## src/rtl/serial_subtractor_pkg.sv

```systemverilog
// serial_subtractor_pkg: FSM state encoding and default operand width.
package serial_subtractor_pkg;
    localparam int WIDTH_DEF = 8;
    typedef enum logic [1:0] {
        IDLE = 2'd0,
        RUN  = 2'd1,
        DONE = 2'd2
    } state_t;
endpackage

```

## src/rtl/serial_subtractor_full_subtractor.sv

```systemverilog
// full_subtractor: one-bit combinational cell computing a - b - b_in.
module full_subtractor (
    input  logic a,
    input  logic b,
    input  logic b_in,
    output logic d,
    output logic b_out
);
    assign d     = a ^ b ^ b_in;
    assign b_out = (~a & b) | (~(a ^ b) & b_in);
endmodule

```

## src/rtl/serial_subtractor.sv

```systemverilog
// serial_subtractor: bit-serial x - y - b_in, LSB first, one full-subtractor cell.
module serial_subtractor
    import serial_subtractor_pkg::*;
#(
    parameter int WIDTH = WIDTH_DEF
) (
    input  logic             clk,
    input  logic             rst_n,
    input  logic             start,
    input  logic [WIDTH-1:0] x,
    input  logic [WIDTH-1:0] y,
    input  logic             b_in,
    output logic             busy,
    output logic             done,
    output logic [WIDTH-1:0] diff,
    output logic             b_out,
    output logic             ovf
);
    localparam int CW = $clog2(WIDTH);
    localparam logic [CW-1:0] LAST = CW'(WIDTH - 1);
    state_t state, next;
    logic [WIDTH-1:0] x_sr, y_sr, d_nx;
    logic [WIDTH-2:0] d_sr;
    logic [CW-1:0] cnt;
    logic brw, x_sign, y_sign, d, bo, load, last;

    full_subtractor u_fs (.a(x_sr[0]), .b(y_sr[0]), .b_in(brw), .d(d), .b_out(bo));

    always_comb begin
        load = start && state != RUN;
        last = state == RUN && cnt == LAST;
        busy = state == RUN;
        done = state == DONE;
        d_nx = {d, d_sr};
        next = load ? RUN : state == RUN ? (last ? DONE : RUN) : IDLE;
    end

    always_ff @(posedge clk or negedge rst_n)
        if (!rst_n) state <= IDLE;
        else        state <= next;

    // Result registers only move on the final RUN edge so they stay stable during a run.
    always_ff @(posedge clk or negedge rst_n) begin
        if (!rst_n) begin
            x_sr   <= '0;
            y_sr   <= '0;
            d_sr   <= '0;
            cnt    <= '0;
            brw    <= 1'b0;
            x_sign <= 1'b0;
            y_sign <= 1'b0;
            diff   <= '0;
            b_out  <= 1'b0;
            ovf    <= 1'b0;
        end else if (load) begin
            x_sr   <= x;
            y_sr   <= y;
            brw    <= b_in;
            cnt    <= '0;
            x_sign <= x[WIDTH-1];
            y_sign <= y[WIDTH-1];
        end else if (busy) begin
            x_sr <= x_sr >> 1;
            y_sr <= y_sr >> 1;
            d_sr <= d_nx[WIDTH-1:1];
            brw  <= bo;
            cnt  <= cnt + CW'(1);
            if (last) begin
                diff  <= d_nx;
                b_out <= bo;
                ovf   <= (x_sign ^ y_sign) & (d ^ x_sign);
            end
        end
    end
endmodule

```

## config.mk

```make
export PLATFORM = sky130hd
export DESIGN_NAME = serial_subtractor
export DESIGN_NICKNAME = d
export VERILOG_FILES = /design/src/rtl/serial_subtractor_pkg.sv /design/src/rtl/serial_subtractor_full_subtractor.sv /design/src/rtl/serial_subtractor.sv
export SDC_FILE = /design/constraint.sdc
export NUM_CORES = 1
export LEC_CHECK = 0
export BUFFER_PORTS_ARGS = -buffer_cell sky130_fd_sc_hd__buf_2
export CELL_PAD_IN_SITES_DETAIL_PLACEMENT = 0
export CELL_PAD_IN_SITES_GLOBAL_PLACEMENT = 1
export CORE_AREA = 2 2 55 77
export CTS_BUF_LIST = sky130_fd_sc_hd__clkbuf_8
export CTS_CLUSTER_DIAMETER = 80
export DETAILED_ROUTE_END_ITERATION = 6
export DIE_AREA = 0 0 57 79
export HOLD_SLACK_MARGIN = 0.08
export PLACE_DENSITY = 0.85
export SKIP_LAST_GASP = 1
export SYNTH_ARGS = -nofsm -noshare
export SYNTH_HDL_FRONTEND = slang
export SYNTH_SLANG_ARGS = --single-unit
```

## constraint.sdc

```tcl
create_clock -name clk -period 2.65 [get_ports clk]
set_clock_uncertainty 0.1 [all_clocks]
set_input_delay 0.265 -clock clk [delete_from_list [all_inputs] [get_ports clk]]
set_output_delay 0.265 -clock clk [all_outputs]
set_load 0.01 [all_outputs]
```

Word-level counts from Yosys, hierarchy flattened
Cells that the tools add are included.
- input bits: 20
- flip-flop bits (word level): 41
- word-level logic and storage cells: 43
- output and inout port bits: 12
- equality and inequality tests: 4
- multiplexer cells: 11
- reduce and logical (&&, ||, !) cells: 5
- bitwise logic cells: 11
- add/subtract/negate cells: 1
- operators by type and width (cell ; number):
    8-bit two-way mux ; 4
    2-bit two-way mux ; 3
    3-bit two-way mux ; 2
    1-bit bitwise XOR ; 4
    3-bit by 1-bit adder with 3-bit output (second input constant) ; 1
    1-bit bitwise AND ; 3
    3-bit == test (second input constant) ; 1
    1-bit inverter ; 3
    3-bit AND reduction ; 1
    2-bit by 1-bit == test with 1-bit output (second input constant) ; 1
    2-bit == test (second input constant) ; 1
    1-bit logical AND ; 2
    1-bit two-way mux ; 2
    2-bit by 1-bit != test with 1-bit output (second input constant) ; 1
    2-bit AND reduction ; 1
    2-bit nonzero test ; 1
    1-bit bitwise OR ; 1

Logic depth before layout (Yosys ltp)
- depth after elaboration: 6
- depth in mapped cells: 6
- depth with buffers taken out: 5

Hierarchy
A second synthesis with hierarchy kept.
- cells, all modules: 141
- area total of the unflattened synthesis: 1804.2 µm²
- by module, submodules not included (module ; times used ; seq. area each (µm²) ; cells each ; area an instance (µm²)):
    serial_subtractor ; 1 ; 1026.0 ; 137 ; 1773.0
    full_subtractor ; 1 ; 0.0 ; 4 ; 31.3

Worst setup path before layout
OpenSTA, ideal clock, no wires.
- path kind: flip-flop to flip-flop
- start: reg cnt[0]
- end: reg diff[0]
- buffers on the path: 1
- library setup time: 0.125 ns
- period minus slack after synthesis: 1.553 ns
- slack: 1.097 ns
- stages on the path, launching flop included: 6
- arrival: 1.328 ns
- path through: dfrtp_1 -> ha_1 -> ha_1 -> nand3b_4 -> buf_4 -> mux2_2
- word-level cells in the longest chain between the ends: 3
- RTL lines (element ; line ; text):
    from (decl) ; serial_subtractor.sv:24 ; logic [CW-1:0] cnt;
    from (signal assigned) ; serial_subtractor.sv:67 ; cnt <= cnt + CW'(1);
    3-bit == test ; serial_subtractor.sv:31 ; last = state == RUN && cnt == LAST;
    1-bit logical AND ; serial_subtractor.sv:31 ;
    3-bit AND reduction (no source line) ; -- ;
    to (signal assigned) ; serial_subtractor.sv:69 ; diff <= d_nx;
    to (decl) ; serial_subtractor.sv:15 ; output logic [WIDTH-1:0] diff,
Every way passes these cells.
A chain may end at the register's enable or synchronous reset.

Worst setup path in the final report
- start: reg state[0]
- end: reg cnt[0]
- word-level cells in the longest chain between the ends: 3
- elaborated cells on any way between the ends: 5
- classes of those cells: 2 x eq/ne; 1 x mux; 2 x reduce/logical
- RTL lines (element ; line ; text):
    from (decl) ; serial_subtractor.sv:21 ; state_t state, next;
    from (signal assigned) ; serial_subtractor.sv:40 ; else state <= next;
    2-bit by 1-bit != test with 1-bit output ; serial_subtractor.sv:30 ; load = start && state != RUN;
    1-bit logical AND ; serial_subtractor.sv:30 ;
    3-bit two-way mux / 2-bit nonzero test (equally long branches) ; -- ;
Parallel ways exist; a longest one is shown, timed or not.

==> impl_metrics.csv <==
group,metric,value,unit
synth,ys_top_cells_by_area,"sky130_fd_sc_hd__dfrtp_1 57%, sky130_fd_sc_hd__mux2i_1 8.9%, sky130_fd_sc_hd__mux2_2 8.8%",
placement,port-buffer-count,31,
clock_network,clk-insertion-delay-late,0.29,ns
detailed_routing,routed_wl,2960,um
sta,worst-slew-pin-transition,0.884,ns
clock_network,clock_sinks,41,
detailed_routing,first_pass_iters,4,
synth,post_synth_arst_share,100,%
sta,final-setup-viol-count,0,
synth,yosys.area.top_type_share,57.0,%
synth,postSynthNetCount,164,
cells_and_area,post_route_cells_drive_above_1_share,35.4,%
detailed_routing,wl_per_cell,13.6,um
cells_and_area,final_net_count,197,
worst_hold_path,hp-start,"x[7]",
sta,slew_headroom,41.1,%
die,die-area,4500,sq um
synth,seq_area_frac_synth,57.0,%
clock_network,cts-buffers-inserted,5,
synth,synth_cell_type_count,21,
cells_and_area,antenna_cells,0,
clock_network,cts_hold_buf,1,
outcome,status,"finished, final reports clean",
sta,clock.fmax,586,MHz
detailed_routing,initialDrtViolationCount,25,
global_routing,grt_antenna_before_repair,0,
critical_path,capturing_element_type_of_the_critical_path,"flip-flop",
detailed_routing,vias_per_cell,5.15,
critical_path,crit_path_max_fanout,17,
critical_path,cell_count_of_the_worst_reg_to_reg_path,4,
die,initial_core_util,46.8,%
global_routing,globalRouteTotalUtil,14.8,%
pwr,worst_ir_drop_vdd,0.652,mV
sta,grt_setup_unrepaired,"false",
critical_path,cp_data_required_time,2.73,ns
synth,netlist.top_cell.by_area,"sky130_fd_sc_hd__dfrtp_1",
synth,synthMostInstantiatedCell,"sky130_fd_sc_hd__dfrtp_1",
critical_path,path_class,"flip-flop to flip-flop",
cells_and_area,flow.area_growth_from_synthesis,14.2,%
worst_hold_path,timing.hold.worst.class,"input port to flip-flop",
critical_path,cp_data_arrival_time,1.78,ns
detailed_routing,drc,0,
die,fp.dieW,57,um
critical_path,crit_path_start_kind,"flip-flop",
cells_and_area,utilization,53.4,%
global_routing,grt_pass1_vias,1134,
sta,finalSetupTns,0,ns
placement,post-place-ws,0.934,ns
sta,period_minus_slack,1.71,ns
synth,synth_warnings,0,
clock_network,tritoncts,"done",
critical_path,startpoint_of_the_lowest_slack_register_to_register_path,"state[0]$_DFF_PN0_",
placement,dpl.hpwl,2150,um
global_routing,grt_max_degree,42,
clock_network,clk_pin_slew,0.08,ns
synth,post_synth_inst_count,141,
synth,synthesis.area,1800,sq um
clock_network,cts_setup_buffers,0,
die,rows,27,
die,die_height,79,um
cells_and_area,num-fill-cells,366,
worst_hold_path,min_to,"x_sign$_DFFE_PN0N_",
sta,postLayoutSetupSlackWorst,0.944,ns
synth,synth.top_cells.by_count,"41 x sky130_fd_sc_hd__dfrtp_1, 18 x sky130_fd_sc_hd__nand2_1, 18 x sky130_fd_sc_hd__o21ai_0",
critical_path,r2r_setup_slack,0.94,ns
placement,routabilityCongestion,0.674,
die,num_io_pins,32,
detailed_routing,drtAntennaViolNets,0,
synth,postSynthAreaPerCell,12.8,sq um
global_routing,global_route.overflow_total,0,
pwr,power_density_over_the_cells,1170,nW/um^2
sta,final_hold_viol_count,0,
critical_path,worstReg2RegEnd,"cnt[0]$_DFFE_PN0P_",
sta,post-route-period-util,64.4,%
detailed_routing,num_vias,1122,
pwr,total_power,2.40,mW
worst_hold_path,min_delay_path_depth,2,
synth,postSynthRegisterBits,41,
flow_run,maxCapViolations,0,
clock_network,ctsResizeCount,0,
synth,synth-edff-count,0,
global_routing,first_pass_grt_wire_length,5080,um
die,placeableCoreArea,3850,sq um
clock_network,cts-htree-levels,2,
clock_network,cts_max_path_buffers,2,
sta,slew_violations,0,
synth,top_ff_cell_synth,"sky130_fd_sc_hd__dfrtp_1",
clock_network,cts_root_buf,"sky130_fd_sc_hd__clkbuf_8",
pwr,leakagePower,1.03,nW
## cell type report
cell class,instances,area (sq um),share of cell area [%]
clock buffers,5,68.8,3.35
clock inverters,3,17.5,0.852
inverters,3,11.3,0.547
multi-input cells,89,699,34.0
flip-flops and latches,41,1030,49.9
well taps,43,53.8,2.62
repair buffers,34,180,8.76
## critical path, stage by stage (launching register included)
cell                      delay [ns]
sky130_fd_sc_hd__dfrtp_1        0.40
sky130_fd_sc_hd__nor2b_4        0.43
sky130_fd_sc_hd__buf_4          0.28
sky130_fd_sc_hd__nor2_1         0.08
sky130_fd_sc_hd__mux2_2         0.30
## worst max-delay path by stage
| stage | from | to | slack (ns) | cells past startpoint |
|---|---|---|---|---|
| after CTS | state[0]$_DFF_PN0_ | cnt[0]$_DFFE_PN0P_ | 0.91 | 4 |
| after global placement | state[0]$_DFF_PN0_ | cnt[0]$_DFFE_PN0P_ | 1.03 | 4 |
| after detailed placement | state[0]$_DFF_PN0_ | cnt[0]$_DFFE_PN0P_ | 0.93 | 4 |
| final | state[0]$_DFF_PN0_ | cnt[0]$_DFFE_PN0P_ | 0.94 | 4 |
| after global routing | state[0]$_DFF_PN0_ | cnt[0]$_DFFE_PN0P_ | 0.83 | 4 |
| after floorplan | cnt[0]$_DFFE_PN0P_ | diff[0]$_DFFE_PN0P_ | 1.10 | 5 |
## registers in the layout (all words and copies together) (netlist names)
signal / count
cnt: 3
brw: 1
x_sign: 1
x_sr: 8
d_sr: 7
diff: 8
y_sr: 8
b_out: 1
ovf: 1
state: 2
y_sign: 1
## cells by family after synthesis
group	Yosys count	synth area share, %
flops	41	57.0
mux	34	21.0
simple gates	31	9.38
compound gates	21	5.98
buf+inv	11	4.17
fa+ha+maj	3	2.50
## placed cells by master (no fill, tap or decap), types with 3 or more instances in the layout
| cell type | n |
|---|---|
| sky130_fd_sc_hd__buf_2 | 31 |
| sky130_fd_sc_hd__clkbuf_8 | 5 |
| sky130_fd_sc_hd__dfrtp_1 | 41 |
| sky130_fd_sc_hd__inv_1 | 3 |
| sky130_fd_sc_hd__mux2_2 | 14 |
| sky130_fd_sc_hd__mux2_4 | 4 |
| sky130_fd_sc_hd__mux2i_1 | 16 |
| sky130_fd_sc_hd__nand2_1 | 18 |
| sky130_fd_sc_hd__nor2_1 | 4 |
| sky130_fd_sc_hd__nor2b_1 | 3 |
| sky130_fd_sc_hd__o21ai_0 | 18 |
## per-layer routing
| metal | global-route usage, % | part of all wire, % | vias to the layer above |
|---|---|---|---|
| met5 | 0 | 0 | - |
| met4 | 5.58 | 1.9 | 0 |
| met3 | 4.23 | 4.8 | 5 |
| met2 | 24.8 | 53 | 29 |
| met1 | 18.0 | 40 | 543 |
| li1 | - | - | 545 |
## stage by stage
| stage | hold slack, ns | cell area, sq um | instances |
|---|---|---|---|
| final | 0.118 | 2060 | 218 |
| after global routing | 0.112 | 2060 | 218 |
| after detailed placement | 0.337 | 1960 | 209 |
| after global placement | 0.322 | 1960 | 209 |
| after floorplan | -0.131 | 1800 | 141 |
| after CTS | 0.116 | 2060 | 218 |
## report_power, final
part | switching, mW | internal, mW | leakage [nW]
clock | 0.207 | 0.181 | 0.0439
combinational | 0.442 | 0.485 | 0.478
sequential | 0.165 | 0.921 | 0.511
(Power assumes the default switching activity.)
